## src/rtl/traffic_light_controller_nway_pkg.sv

```systemverilog
// tlc_pkg: state encoding and lamp codes shared by the N-way traffic controller
// Contents: state_t (GREEN, YELLOW, ALLRED, EMERG_GREEN), LT_GREEN/LT_YELLOW/LT_RED lamp codes
package tlc_pkg;
   localparam logic [1:0] S_GREEN  = 2'd0;
   localparam logic [1:0] S_YELLOW = 2'd1;
   localparam logic [1:0] S_ALLRED = 2'd2;
   localparam logic [1:0] S_EMERG  = 2'd3;
   typedef enum logic [1:0] {
      ST_GREEN  = S_GREEN,
      ST_YELLOW = S_YELLOW,
      ST_ALLRED = S_ALLRED,
      ST_EMERG  = S_EMERG
   } state_t;
   localparam logic [2:0] LT_GREEN  = 3'b001;
   localparam logic [2:0] LT_YELLOW = 3'b010;
   localparam logic [2:0] LT_RED    = 3'b100;
endpackage

```

## src/rtl/traffic_light_controller_nway_if.sv

```systemverilog
// tlc_if: request/density inputs and lamp/status outputs of the N-way controller
// master: drives amb, density; reads lights, active_dir, emergency_mode
// slave:  the controller side
interface tlc_if #(
   parameter int NUM_DIR = 4,
   parameter int DENS_W  = 4
);
   localparam int AW = $clog2(NUM_DIR);
   logic [NUM_DIR-1:0]        amb;
   logic [NUM_DIR*DENS_W-1:0] density;
   logic [3*NUM_DIR-1:0]      lights;
   logic [AW-1:0]             active_dir;
   logic                      emergency_mode;
   modport master (output amb, density, input lights, active_dir, emergency_mode);
   modport slave (input amb, density, output lights, active_dir, emergency_mode);
endinterface

```

## src/rtl/traffic_light_controller_nway_dir_select.sv

```systemverilog
// tlc_dir_select: combinational picker for the emergency target and the next approach in rotation
// Ports: amb, density, active_dir in; emerg_dir (lowest set amb bit), next_dir out
// Optional: TLC_SKIP_EMPTY_EN skips approaches whose density is zero
module tlc_dir_select
   import tlc_pkg::*;
#(
   parameter int NUM_DIR = 4,
   parameter int DENS_W  = 4,
   localparam int AW     = $clog2(NUM_DIR)
)(
   input  logic [NUM_DIR-1:0]        amb,
   input  logic [NUM_DIR*DENS_W-1:0] density,
   input  logic [AW-1:0]             active_dir,
   output logic [AW-1:0]             emerg_dir,
   output logic [AW-1:0]             next_dir
);
   logic [AW-1:0] rr_dir;
   always_comb begin
      emerg_dir = '0;
      for (int i = NUM_DIR - 1; i >= 0; i--)
         if (amb[i]) emerg_dir = AW'(i);
   end
   assign rr_dir = (int'(active_dir) + 1 >= NUM_DIR) ? '0 : AW'(int'(active_dir) + 1);
`ifdef TLC_SKIP_EMPTY_EN
   // Scan descending so the nearest non-empty approach after active_dir wins; k = NUM_DIR is active_dir itself
   always_comb begin
      int idx;
      idx = 0;
      next_dir = rr_dir;
      for (int k = NUM_DIR; k >= 1; k--) begin
         idx = int'(active_dir) + k;
         if (idx >= NUM_DIR) idx = idx - NUM_DIR;
         if (density[idx*DENS_W +: DENS_W] != '0) next_dir = AW'(idx);
      end
   end
`else
   logic unused_density;
   assign unused_density = ^density;
   assign next_dir = rr_dir;
`endif
endmodule

```

## src/rtl/traffic_light_controller_nway.sv

```systemverilog
// traffic_light_controller_nway: N-approach adaptive signal controller with density-scaled greens and emergency preemption
// Ports: clk, rst_a (synchronous, active-high), bus (tlc_if.slave: amb, density in; lights, active_dir, emergency_mode out)
// Optional: TLC_SKIP_EMPTY_EN makes normal rotation skip approaches with zero density
module traffic_light_controller_nway
   import tlc_pkg::*;
#(
   parameter int NUM_DIR     = 4,
   parameter int DENS_W      = 4,
   parameter int MIN_GREEN   = 2,
   parameter int MAX_GREEN   = 12,
   parameter int YELLOW_TIME = 2,
   parameter int ALLRED_TIME = 1
)(
   input logic  clk,
   input logic  rst_a,
   tlc_if.slave bus
);
   localparam int AW = $clog2(NUM_DIR);
   localparam int TW = $clog2(MAX_GREEN + YELLOW_TIME + ALLRED_TIME + 1);
   state_t               state;
   logic [TW-1:0]        timer;
   logic [3*NUM_DIR-1:0] lights;
   logic [AW-1:0]        active_dir, emerg_dir, next_dir;
   logic                 emergency_mode, any_amb, last;
   logic [DENS_W-1:0]    next_dens;
   logic [DENS_W:0]      green_sum;
   logic [TW-1:0]        green_len;
   function automatic logic [3*NUM_DIR-1:0] lamp(input logic [AW-1:0] d, input logic [2:0] c);
      lamp = {NUM_DIR{LT_RED}};
      lamp[3*int'(d) +: 3] = c;
   endfunction
   tlc_dir_select #(.NUM_DIR(NUM_DIR), .DENS_W(DENS_W)) u_sel (
      .amb        (bus.amb),
      .density    (bus.density),
      .active_dir (active_dir),
      .emerg_dir  (emerg_dir),
      .next_dir   (next_dir)
   );
   assign any_amb   = |bus.amb;
   assign last      = timer == TW'(1);
   assign next_dens = bus.density[int'(next_dir)*DENS_W +: DENS_W];
   // One bit wider than the density so the sum cannot wrap before the clamp
   assign green_sum = {1'b0, next_dens} + (DENS_W+1)'(MIN_GREEN);
   assign green_len = (int'(green_sum) > MAX_GREEN) ? TW'(MAX_GREEN) : TW'(green_sum);
   assign bus.lights         = lights;
   assign bus.active_dir     = active_dir;
   assign bus.emergency_mode = emergency_mode;
   always_ff @(posedge clk) begin
      if (rst_a) begin
         state          <= ST_ALLRED;
         timer          <= TW'(ALLRED_TIME);
         lights         <= {NUM_DIR{LT_RED}};
         active_dir     <= AW'(NUM_DIR - 1);
         emergency_mode <= 1'b0;
      end else begin
         case (state)
            ST_GREEN: begin
               // An emergency on the approach already green is entered without touching the lamp
               if (any_amb && emerg_dir == active_dir) begin
                  state          <= ST_EMERG;
                  emergency_mode <= 1'b1;
               end else if (any_amb || last) begin
                  state  <= ST_YELLOW;
                  timer  <= TW'(YELLOW_TIME);
                  lights <= lamp(active_dir, LT_YELLOW);
               end else
                  timer <= timer - TW'(1);
            end
            ST_YELLOW: begin
               if (last) begin
                  state  <= ST_ALLRED;
                  timer  <= TW'(ALLRED_TIME);
                  lights <= {NUM_DIR{LT_RED}};
               end else
                  timer <= timer - TW'(1);
            end
            ST_ALLRED: begin
               if (last && any_amb) begin
                  state          <= ST_EMERG;
                  active_dir     <= emerg_dir;
                  lights         <= lamp(emerg_dir, LT_GREEN);
                  emergency_mode <= 1'b1;
               end else if (last) begin
                  state      <= ST_GREEN;
                  active_dir <= next_dir;
                  timer      <= green_len;
                  lights     <= lamp(next_dir, LT_GREEN);
               end else
                  timer <= timer - TW'(1);
            end
            ST_EMERG: begin
               // Only the served approach's request matters here; other requests wait for clearance
               if (!bus.amb[active_dir]) begin
                  state          <= ST_YELLOW;
                  timer          <= TW'(YELLOW_TIME);
                  lights         <= lamp(active_dir, LT_YELLOW);
                  emergency_mode <= 1'b0;
               end
            end
            default: state <= ST_ALLRED;
         endcase
      end
   end
endmodule

```

## src/flat_wrapper.sv

```systemverilog
// flat-port wrapper written by rule: the top's interface ports become plain ports
module traffic_light_controller_nway_flat import tlc_pkg::*;
#(
   parameter int NUM_DIR     = 4,
   parameter int DENS_W      = 4,
   parameter int MIN_GREEN   = 2,
   parameter int MAX_GREEN   = 12,
   parameter int YELLOW_TIME = 2,
   parameter int ALLRED_TIME = 1
)
  (clk, rst_a, bus_amb, bus_density, bus_lights, bus_active_dir, bus_emergency_mode);
  tlc_if #(.NUM_DIR(NUM_DIR), .DENS_W(DENS_W)) bus_i ();
  input logic clk;
  input logic rst_a;
  input wire logic [$bits(bus_i.amb)-1:0] bus_amb;
  input wire logic [$bits(bus_i.density)-1:0] bus_density;
  output wire logic [$bits(bus_i.lights)-1:0] bus_lights;
  output wire logic [$bits(bus_i.active_dir)-1:0] bus_active_dir;
  output wire logic [$bits(bus_i.emergency_mode)-1:0] bus_emergency_mode;
  assign bus_i.amb = bus_amb;
  assign bus_i.density = bus_density;
  assign bus_lights = bus_i.lights;
  assign bus_active_dir = bus_i.active_dir;
  assign bus_emergency_mode = bus_i.emergency_mode;
  traffic_light_controller_nway #(.NUM_DIR(NUM_DIR), .DENS_W(DENS_W), .MIN_GREEN(MIN_GREEN), .MAX_GREEN(MAX_GREEN), .YELLOW_TIME(YELLOW_TIME), .ALLRED_TIME(ALLRED_TIME)) u_core (.clk(clk), .rst_a(rst_a), .bus(bus_i));
endmodule
```

## config.mk

```make
export PLATFORM = sky130hd
export DESIGN_NAME = traffic_light_controller_nway_flat
export DESIGN_NICKNAME = d
export VERILOG_FILES = /design/src/rtl/traffic_light_controller_nway_pkg.sv /design/src/rtl/traffic_light_controller_nway_if.sv /design/src/rtl/traffic_light_controller_nway_dir_select.sv /design/src/rtl/traffic_light_controller_nway.sv /design/src/flat_wrapper.sv
export SDC_FILE = /design/constraint.sdc
export NUM_CORES = 1
export LEC_CHECK = 0
export CORE_MARGIN = 2
export CORE_UTILIZATION = 30
export CTS_BUF_LIST = sky130_fd_sc_hd__clkbuf_8
export DETAILED_ROUTE_END_ITERATION = 8
export HOLD_SLACK_MARGIN = 0.12
export PLACE_DENSITY = 0.62
export SYNTH_ARGS = -nofsm -noshare
export SYNTH_HDL_FRONTEND = slang
export SYNTH_SLANG_ARGS = --single-unit
export TNS_END_PERCENT = 10
```

## constraint.sdc

```tcl
create_clock -name clk -period 5.9 [get_ports clk]
set_input_delay 0.59 -clock clk [delete_from_list [all_inputs] [get_ports clk]]
set_output_delay 0.59 -clock clk [all_outputs]
set_load 0.03 [all_outputs]
```

==> flow_metrics.env <==
export IMPL_initial_core_util=0.3109
export IMPL_dieWidth_um=76.75
export IMPL_cts_num_sinks=21
export IMPL_fmax_mhz=350.0
export IMPL_cts_hold_buf=0
export IMPL_ys_types=38
export IMPL_nNetsFinal=260
export IMPL_critical_path_class="in -> reg"
export IMPL_grt_pass1_wl_mm=6.555
export IMPL_pre_cts_ws_ns=2.779
export IMPL_routabilityCongestion=0.8593
export IMPL_synth_warnings=0
export IMPL_startpoint_type="input port"
export IMPL_status="complete, no violations"
export IMPL_critPathRequiredTime_ns=6.03
export IMPL_final_cell_mix="clkdlybuf4s50_1, a21oi_1, dfxtp_1, nor2_1, nand2_1"
export IMPL_antenna_found_initial=0
export IMPL_postCtsSetupBuffers=0
export IMPL_worstPathCellList="clkdlybuf4s50_1 > or4_4 > o21ai_1 > a22o_1 > a21o_1 > mux2i_1 > nor2_1"
export IMPL_n_antenna_cell=0
export IMPL_synth_edff_count=0
export IMPL_hold_viol=0
export IMPL_dieArea_mm2=0.005891
export IMPL_syn_inst=191
export IMPL_drt_pass1_iterations=4
export IMPL_tritoncts="yes"
export IMPL_rows=26
export IMPL_core_mm2=0.005107
export IMPL_wl_mm=3.746
export IMPL_synth_fp_nets=228
export IMPL_fin_ws_ns=3.043
export IMPL_ctsResizeCount=0
export IMPL_wl_per_cell_um=12.83
export IMPL_fin_crit_ns=2.857
export IMPL_post_route_period_util=0.4843
export IMPL_htree_levels=1
export IMPL_final_area_mm2=0.002028
export IMPL_synth_cell_area_mm2=0.001588
export IMPL_num_vias=1517
export IMPL_hold_path_class="reg -> reg"
export IMPL_cellPowerDensity_mw_per_mm2=539.4
export IMPL_async_flop_share=0
export IMPL_layout_drive_gt1_share=0.06306
export IMPL_clockBufferDepth=2
export IMPL_relSlewSlack=0.4670
export IMPL_path_clk_slew_ns=0.08
export IMPL_cts_root_buf="clkbuf_8"
export IMPL_yosysSeqAreaShare=0.2648
export IMPL_area_growth_pct=27.74
export IMPL_postSynthAreaPerCell_um2=8.313
export IMPL_rsz0062_at_grt="no"
export IMPL_grt_max_degree=21
export IMPL_cp_end_kind="register"
export IMPL_fill_cells=552
export IMPL_final_common_cell="clkdlybuf4s50_1"
export IMPL_slowest_delay_ns=0.64
export IMPL_port_buffers=36
export IMPL_path_buf_inv=1
export IMPL_finalSetupViolCount=0
export IMPL_placed_area_mm2=0.001982
export IMPL_io_pins=37
export IMPL_numCtsBuffers=3
export IMPL_worstSkewPairLatency_ns=0.27
export IMPL_final_cells=292
export IMPL_dp_cells=288
export IMPL_ir_drop_mv=0.2074
export IMPL_maxCapViolCount=0
export IMPL_place_hpwl_mm=2.887
export IMPL_drc=0
export IMPL_yosys_most_used_dff="dfxtp_1"
export IMPL_antenna_left=0
export IMPL_routed_via_density=5.195
export IMPL_cp_arrival_ns=2.98
export IMPL_overflow=0
export IMPL_tns_ns=0
export IMPL_critPathSlowestCell="or4_4"
export IMPL_grt_pass1_vias=1409
export IMPL_tightest_slew_ns=0.7971
export IMPL_yosys_register_bits=21
export IMPL_crit_fanout=20
export IMPL_path_delay_family="compound AO/OA/AOI/OAI gates"
export IMPL_grt_total_usage=0.1335
export IMPL_fin_skew_ns=0.005901
export IMPL_p_leak_nw=0.8109
export IMPL_final_max_slew_viol_count=0
export IMPL_die_h_um=76.75
export IMPL_dr_first_iter_drc_count=51
-- per-stage QoR --
stage                     hold WS [ns]  power [mW]    util
after floorplan                 0.4499      0.8148       -
after global placement          0.4527      0.9978  0.3880
after detailed placement        0.4567      0.9974  0.3880
after CTS                       0.4665       1.096  0.3971
after global routing            0.4862       1.189  0.3971
final                           0.4594       1.094  0.3971
-- synth_stat cells (all sizes together), types with 2 or more instances --
library cell	instances	share of area
a21oi	28	0.095
dfxtp	21	0.26
nor2	18	0.043
nand2	16	0.038
ha	15	0.12
o21ai	12	0.038
inv	9	0.021
o31ai	8	0.038
clkbuf	6	0.014
mux4	5	0.071
a21o	4	0.019
buf	4	0.024
mux2i	4	0.025
nand3	4	0.013
nor2b	4	0.016
nor3	4	0.013
or3	4	0.016
nor3b	3	0.014
a211o	2	0.011
a211oi	2	0.0095
a21boi	2	0.0095
o211ai	2	0.0095
xor2	2	0.011
-- worst paths after layout --
path	startpoint	slack (ns)	to	cells after the start
hold / removal	u_core.bus.lights[6]	0.46	u_core.bus.lights[6]	2
hold reg to reg	u_core.bus.lights[6]	0.46	u_core.bus.lights[6]	2
setup reg to reg	u_core.bus.active_dir[1]	3.13	u_core.timer[1]	8
setup / recovery	bus_amb[0]	3.04	u_core.bus.lights[10]	7
-- layout make-up --
cell class | count | area [um2] | area share
clock buffer | 3 | 41.29 | 0.02036
clock inverter | 1 | 5.005 | 0.002468
inverter | 9 | 33.78 | 0.01666
multi-input combinational | 151 | 1072 | 0.5287
sequential | 21 | 420.4 | 0.2073
tap | 70 | 87.58 | 0.04318
timing repair buffer | 37 | 367.9 | 0.1814
-- report_power, final --
part	internal, mW	switching, mW	leakage [nW]
logic	0.317	0.441	0.613
registers	0.191	0.0491	0.173
clock network	0.0471	0.0500	0.0255
-- layer usage --
metal  part of all wire  vias to the layer above  track usage  wire length, um
li1                   -                      763            -                -
met1               0.50                      695       0.1849             1858
met2               0.44                       52       0.2123             1641
met3              0.044                        7     0.009412              164
met4              0.022                        0      0.06000               81
met5                  0                        -            0                0
-- cells by family (layout without fill, tap and decap cells) --
family	Yosys count	in the layout	synth area share
XOR/XNOR	2	2	0.01103
buffers and inverters	19	50	0.05988
adder cells (fa/ha/maj)	15	15	0.1182
AO/OA/AOI/OAI	67	67	0.2703
multiplexers	9	9	0.09614
flip-flops	21	21	0.2648
AND/OR/NAND/NOR	58	58	0.1797
-- tightest hold or removal path: stages (launching register included) --
cell     delay [ns]
dfxtp_1        0.32
nand2_1        0.05
a21oi_1        0.05
-- registers in the layout (all words and copies together), names as in the netlist --
signal,flops
u_core.bus.active_dir,2
u_core.bus.lights,12
u_core.timer,4
u_core.state,2
u_core.bus.emergency_mode,1
(Power assumes the default switching activity.)
